## src/rtl/bcd_pkg.sv

```systemverilog
// Shared definitions for the binary-to-BCD converter.
//   estado_t   : converter FSM states
//   MAX_VALOR  : largest value that fits in four BCD digits
//   DIGITO_ERR : digit pattern shown when the input exceeds MAX_VALOR
//   AJUSTE     : amount added to a nibble before the shift
//   UMBRAL     : threshold at or above which a nibble is adjusted
package bcd_pkg;

  typedef enum logic [1:0] {
    IDLE,
    DESPLAZA,
    FIN
  } estado_t;

  localparam int unsigned MAX_VALOR  = 9999;
  localparam logic [3:0]  DIGITO_ERR = 4'hF;
  localparam logic [3:0]  AJUSTE     = 4'd3;
  localparam logic [3:0]  UMBRAL     = 4'd5;

endpackage

```

## src/rtl/module_bin_bcd_ajuste.sv

```systemverilog
// Add-3 correction for a single BCD nibble, applied before each shift.
//   din  : current BCD nibble (0..9)
//   dout : din + 3 when din >= 5, otherwise din
module module_ajuste_bcd
  import bcd_pkg::*;
(
  input  logic [3:0] din,
  output logic [3:0] dout
);

  // A nibble of 5..9 would exceed 9 after doubling; +3 makes the carry land in
  // the next digit. Inputs 10..15 never occur, so 4-bit arithmetic suffices.
  assign dout = (din >= UMBRAL) ? (din + AJUSTE) : din;

endmodule

```

## src/rtl/module_bin_bcd.sv

```systemverilog
// Sequential binary-to-BCD converter (shift-and-add-3, one shift per clock).
//   clk, rst   : clock, asynchronous active-high reset
//   inicio     : start request, only honoured while idle
//   binario    : unsigned value, captured on the accepting edge
//   unidades/decenas/centenas/millares : BCD digits of the last result
//   listo      : digit outputs hold a completed result
//   ocupado    : conversion in progress
//   desborde   : last completed result was above 9999 (digits show F)
module module_bin_bcd
  import bcd_pkg::*;
#(
  parameter int BIN_WIDTH = 14
) (
  input  logic                 clk,
  input  logic                 rst,
  input  logic                 inicio,
  input  logic [BIN_WIDTH-1:0] binario,
  output logic [3:0]           unidades,
  output logic [3:0]           decenas,
  output logic [3:0]           centenas,
  output logic [3:0]           millares,
  output logic                 listo,
  output logic                 ocupado,
  output logic                 desborde
);

  localparam int CW = $clog2(BIN_WIDTH + 1);
  localparam int RW = 16 + BIN_WIDTH;

  estado_t         estado_q, estado_d;
  logic [RW-1:0]   trabajo_q, trabajo_d;
  logic [CW-1:0]   cnt_q, cnt_d;
  logic            ovf_q, ovf_d;
  logic [3:0]      uni_q, uni_d, dec_q, dec_d, cen_q, cen_d, mil_q, mil_d;
  logic            listo_q, listo_d;
  logic            ocupado_q, ocupado_d;
  logic            desborde_q, desborde_d;

  logic [15:0]     bcd_ajustado;
  logic [RW-1:0]   trabajo_ajustado;

  // Working register layout: {millares, centenas, decenas, unidades, bin}.
  for (genvar i = 0; i < 4; i++) begin : g_ajuste
    module_ajuste_bcd u_ajuste (
      .din  (trabajo_q[BIN_WIDTH + 4*i +: 4]),
      .dout (bcd_ajustado[4*i +: 4])
    );
  end

  assign trabajo_ajustado = {bcd_ajustado, trabajo_q[BIN_WIDTH-1:0]};

  always_ff @(posedge clk or posedge rst) begin
    if (rst) begin
      estado_q   <= IDLE;
      trabajo_q  <= '0;
      cnt_q      <= '0;
      ovf_q      <= 1'b0;
      uni_q      <= '0;
      dec_q      <= '0;
      cen_q      <= '0;
      mil_q      <= '0;
      listo_q    <= 1'b0;
      ocupado_q  <= 1'b0;
      desborde_q <= 1'b0;
    end else begin
      estado_q   <= estado_d;
      trabajo_q  <= trabajo_d;
      cnt_q      <= cnt_d;
      ovf_q      <= ovf_d;
      uni_q      <= uni_d;
      dec_q      <= dec_d;
      cen_q      <= cen_d;
      mil_q      <= mil_d;
      listo_q    <= listo_d;
      ocupado_q  <= ocupado_d;
      desborde_q <= desborde_d;
    end
  end

  always_comb begin
    estado_d   = estado_q;
    trabajo_d  = trabajo_q;
    cnt_d      = cnt_q;
    ovf_d      = ovf_q;
    uni_d      = uni_q;
    dec_d      = dec_q;
    cen_d      = cen_q;
    mil_d      = mil_q;
    listo_d    = listo_q;
    ocupado_d  = ocupado_q;
    desborde_d = desborde_q;

    unique case (estado_q)
      IDLE: begin
        if (inicio) begin
          trabajo_d = {16'd0, binario};
          cnt_d     = CW'(BIN_WIDTH);
          // Narrower inputs cannot exceed 9999, so overflow is tied off.
          ovf_d     = (BIN_WIDTH >= 14) && (32'(binario) > MAX_VALOR);
          listo_d   = 1'b0;
          ocupado_d = 1'b1;
          estado_d  = DESPLAZA;
        end
      end
      DESPLAZA: begin
        trabajo_d = {trabajo_ajustado[RW-2:0], 1'b0};
        cnt_d     = cnt_q - CW'(1);
        if (cnt_q == CW'(1)) begin
          estado_d = FIN;
        end
      end
      FIN: begin
        // The final shift is not followed by an adjust, so the nibbles are
        // already the finished BCD digits.
        if (ovf_q) begin
          uni_d      = DIGITO_ERR;
          dec_d      = DIGITO_ERR;
          cen_d      = DIGITO_ERR;
          mil_d      = DIGITO_ERR;
          desborde_d = 1'b1;
        end else begin
          uni_d      = trabajo_q[BIN_WIDTH      +: 4];
          dec_d      = trabajo_q[BIN_WIDTH + 4  +: 4];
          cen_d      = trabajo_q[BIN_WIDTH + 8  +: 4];
          mil_d      = trabajo_q[BIN_WIDTH + 12 +: 4];
          desborde_d = 1'b0;
        end
        listo_d   = 1'b1;
        ocupado_d = 1'b0;
        estado_d  = IDLE;
      end
      default: estado_d = IDLE;
    endcase
  end

  assign unidades = uni_q;
  assign decenas  = dec_q;
  assign centenas = cen_q;
  assign millares = mil_q;
  assign listo    = listo_q;
  assign ocupado  = ocupado_q;
  assign desborde = desborde_q;

endmodule

```

## config.mk

```make
export PLATFORM = sky130hd
export DESIGN_NAME = module_bin_bcd
export DESIGN_NICKNAME = d
export VERILOG_FILES = /design/src/rtl/bcd_pkg.sv /design/src/rtl/module_bin_bcd_ajuste.sv /design/src/rtl/module_bin_bcd.sv
export SDC_FILE = /design/constraint.sdc
export NUM_CORES = 1
export LEC_CHECK = 0
export CAP_MARGIN = 20
export CORE_MARGIN = 1.5
export CORE_UTILIZATION = 50
export CTS_CLUSTER_DIAMETER = 80
export DETAILED_ROUTE_END_ITERATION = 10
export PLACE_DENSITY = 0.73
export SLEW_MARGIN = 15
export SYNTH_ARGS = -nofsm -noshare
export SYNTH_HDL_FRONTEND = slang
export SYNTH_HIERARCHICAL = 1
export SYNTH_SLANG_ARGS = --single-unit
```

## constraint.sdc

```tcl
create_clock -name clk -period 2.3 [get_ports clk]
set_input_delay 0.23 -clock clk [delete_from_list [all_inputs] [get_ports clk]]
set_output_delay 0.23 -clock clk [all_outputs]
set_load 0.01 [all_outputs]
```

==> metrics.cfg <==
[status]
run_status = finished, final reports clean

[worst_setup_path]
crit_type = flip-flop to flip-flop
rrSetupSlack_ns = 0.71
crit_end = trabajo_q[18]$_DFFE_PP0P_
cp.arrival_ns = 1.83
crit_family = simple AND/OR/NAND/NOR gates
cp_common_cell = nand2_1
r2r-end = trabajo_q[18]$_DFFE_PP0P_
reg2regPathDepth = 4
startpoint_type = flip-flop
crit_chain = nor2b_2, buf_4, nand2_1, nand2_1
max_stage_delay_ns = 0.59
end_kind = flip-flop
cp.depth = 4
critPathSlowestCell = nor2b_2
r2r_start = estado_q[0]$_DFFE_PP0P_
path_max_fanout = 17
cp.required_ns = 2.54
cp.buffers_inverters = 1
startpoint = estado_q[0]$_DFFE_PP0P_

[power]
powerDensity_nw_per_um2 = 1290
total_power_mw = 4.29
ir_worst_vdd_mv = 0.539
p_leak_nw = 1.59

[timing]
holdWs_ns = 0.295
layout_min_cycle_time_ns = 1.59
setup_violations = 0
fin_worst_skew_ns = 0.00254
worst_pin_slew_ns = 0.644
fin_ws_ns = 0.709
finalCritPeriodShare = 0.692
finalMaxSlewViolations = 0
fmax_mhz = 628
slew_headroom = 0.571
finalSetupTns_ns = 0
hold_viol_final = 0
rsz0062_at_grt = no

[global_routing]
grt_pass1_wl_um = 9470
grtUsageTotal = 0.196
gr-total-overflow = 0
antenna_found_initial = 0
grt_max_degree = 36
grt_pass1_vias = 2061

[routing]
antenna_left = 0
dr.pass1.iters = 4
topRoutingLayerUsed = met4
met3_length_um = 112
drt-met1-wl_um = 2540
routed-wl-met2_um = 2610
wl_um = 5340
wl_per_cell_um = 12.5
drcViolationCount = 0
viasPerCell = 5.11
drtIter0Drc = 125
vias = 2180

[clock_tree]
cts.path.max_buffers = 2
clk_latency_ns = 0.30
cts-root-buf = clkbuf_8
cts_resized = 0
tritoncts.num_buffers = 5
cts_setup_buffers = 0
cts_tree = built
holdBufCountCts = 0
clkTransAtPathRegs_ns = 0.09
htree_levels = 2
cts.sinks = 56

[logic_synthesis]
synth_warnings = 6
synthesis.instances = 322
netlist_area_um2 = 2820
synth_nets = 349
avgSynthCellArea_um2 = 8.76

[place]
gp_routability_congestion = 0.798
hpwl_um = 3690
pre_cts_slack_ns = 0.563
io_buffers = 35

[finish]
antennaDiodeCount = 0
drive_gt1_frac = 0.0958
area_growth_pct = 17.7
nets = 381

[floorplan]
die-width_um = 78.1
rows = 27
initial_core_util = 0.516
core-area_um2 = 5470
die_area_um2 = 6100
pin_count = 36
die-height_um = 78.1

[hold_path]
hp-class = input port to async pin

[flow_run]
cap_viol_max_count = 0

worst min-delay path by stage:
stage | from | endpoint | slack, ns | cells after the start
6_report | rst | trabajo_q[0]$_DFFE_PP0P_ | 0.30 | 2
5_1_grt | rst | trabajo_q[0]$_DFFE_PP0P_ | 0.35 | 2
4_1_cts | rst | trabajo_q[0]$_DFFE_PP0P_ | 0.30 | 2
3_5_place_dp | cnt_q[3]$_DFFE_PP0P_ | cnt_q[3]$_DFFE_PP0P_ | 0.47 | 1
3_3_place_gp | unidades[1]$_DFFE_PP0P_ | unidades[1]$_DFFE_PP0P_ | 0.46 | 2
2_1_floorplan | binario[2] | trabajo_q[2]$_DFFE_PP0P_ | 0.36 | 2
per-layer routing:
metal / global-route usage / vias up
met5: 0 / -
met1: 0.252 / 1037
met4: 0.0661 / 0
met2: 0.338 / 26
li1: - / 1111
met3: 0.0314 / 6
report_power, final:
| part | switching [mW] | internal, mW | total [mW] | leakage [nW] |
|---|---|---|---|---|
| Clock | 0.300 | 0.247 | 0.547 | 0.0455 |
| Sequential | 0.411 | 1.40 | 1.81 | 0.708 |
| Combinational | 1.04 | 0.886 | 1.93 | 0.838 |
| Total | 1.76 | 2.53 | 4.29 | 1.59 |
state kept, by name, indices dropped and copies added, names as in the netlist:
| signal | flops |
|---|---|
| trabajo_q | 30 |
| unidades | 4 |
| listo | 1 |
| ocupado | 1 |
| decenas | 4 |
| centenas | 4 |
| desborde | 1 |
| cnt_q | 4 |
| ovf_q | 1 |
| millares | 4 |
| estado_q | 2 |
layout make-up:
type / count / area [um^2]
clock buffers: 8 / 90.1
fillers: 495 / 2150
inverters: 13 / 48.8
multi-input cells: 235 / 1270
flip-flops and latches: 56 / 1400
well taps: 72 / 90.1
repair buffers: 43 / 423
worst reg2reg max path: cells and delay by family, from the launching register on:
family	cells	cell delay, ns
AND/OR/NAND/NOR	3	0.73
flip-flops	1	0.46
buffers and inverters	1	0.34
stage by stage:
step	instances	area, um^2	utilization
5_1_grt	427	3320	0.607
3_5_place_dp	419	3230	0.590
3_3_place_gp	419	3230	0.590
6_report	427	3320	0.607
2_1_floorplan	322	2820	-
4_1_cts	427	3320	0.607
cell usage in the layout (no fill, tap or decap), types with 6 or more instances in the layout:
| cell | instances |
|---|---|
| nand2_1 | 95 |
| dfrtp_1 | 56 |
| clkdlybuf4s50_1 | 35 |
| nand3_1 | 32 |
| o21ai_0 | 23 |
| nor2_1 | 22 |
| inv_1 | 12 |
| nand3_2 | 11 |
| nand2b_1 | 10 |
| ha_1 | 10 |
| buf_4 | 7 |
| clkbuf_8 | 6 |
No activity file was read; power rests on OpenSTA's default activity.
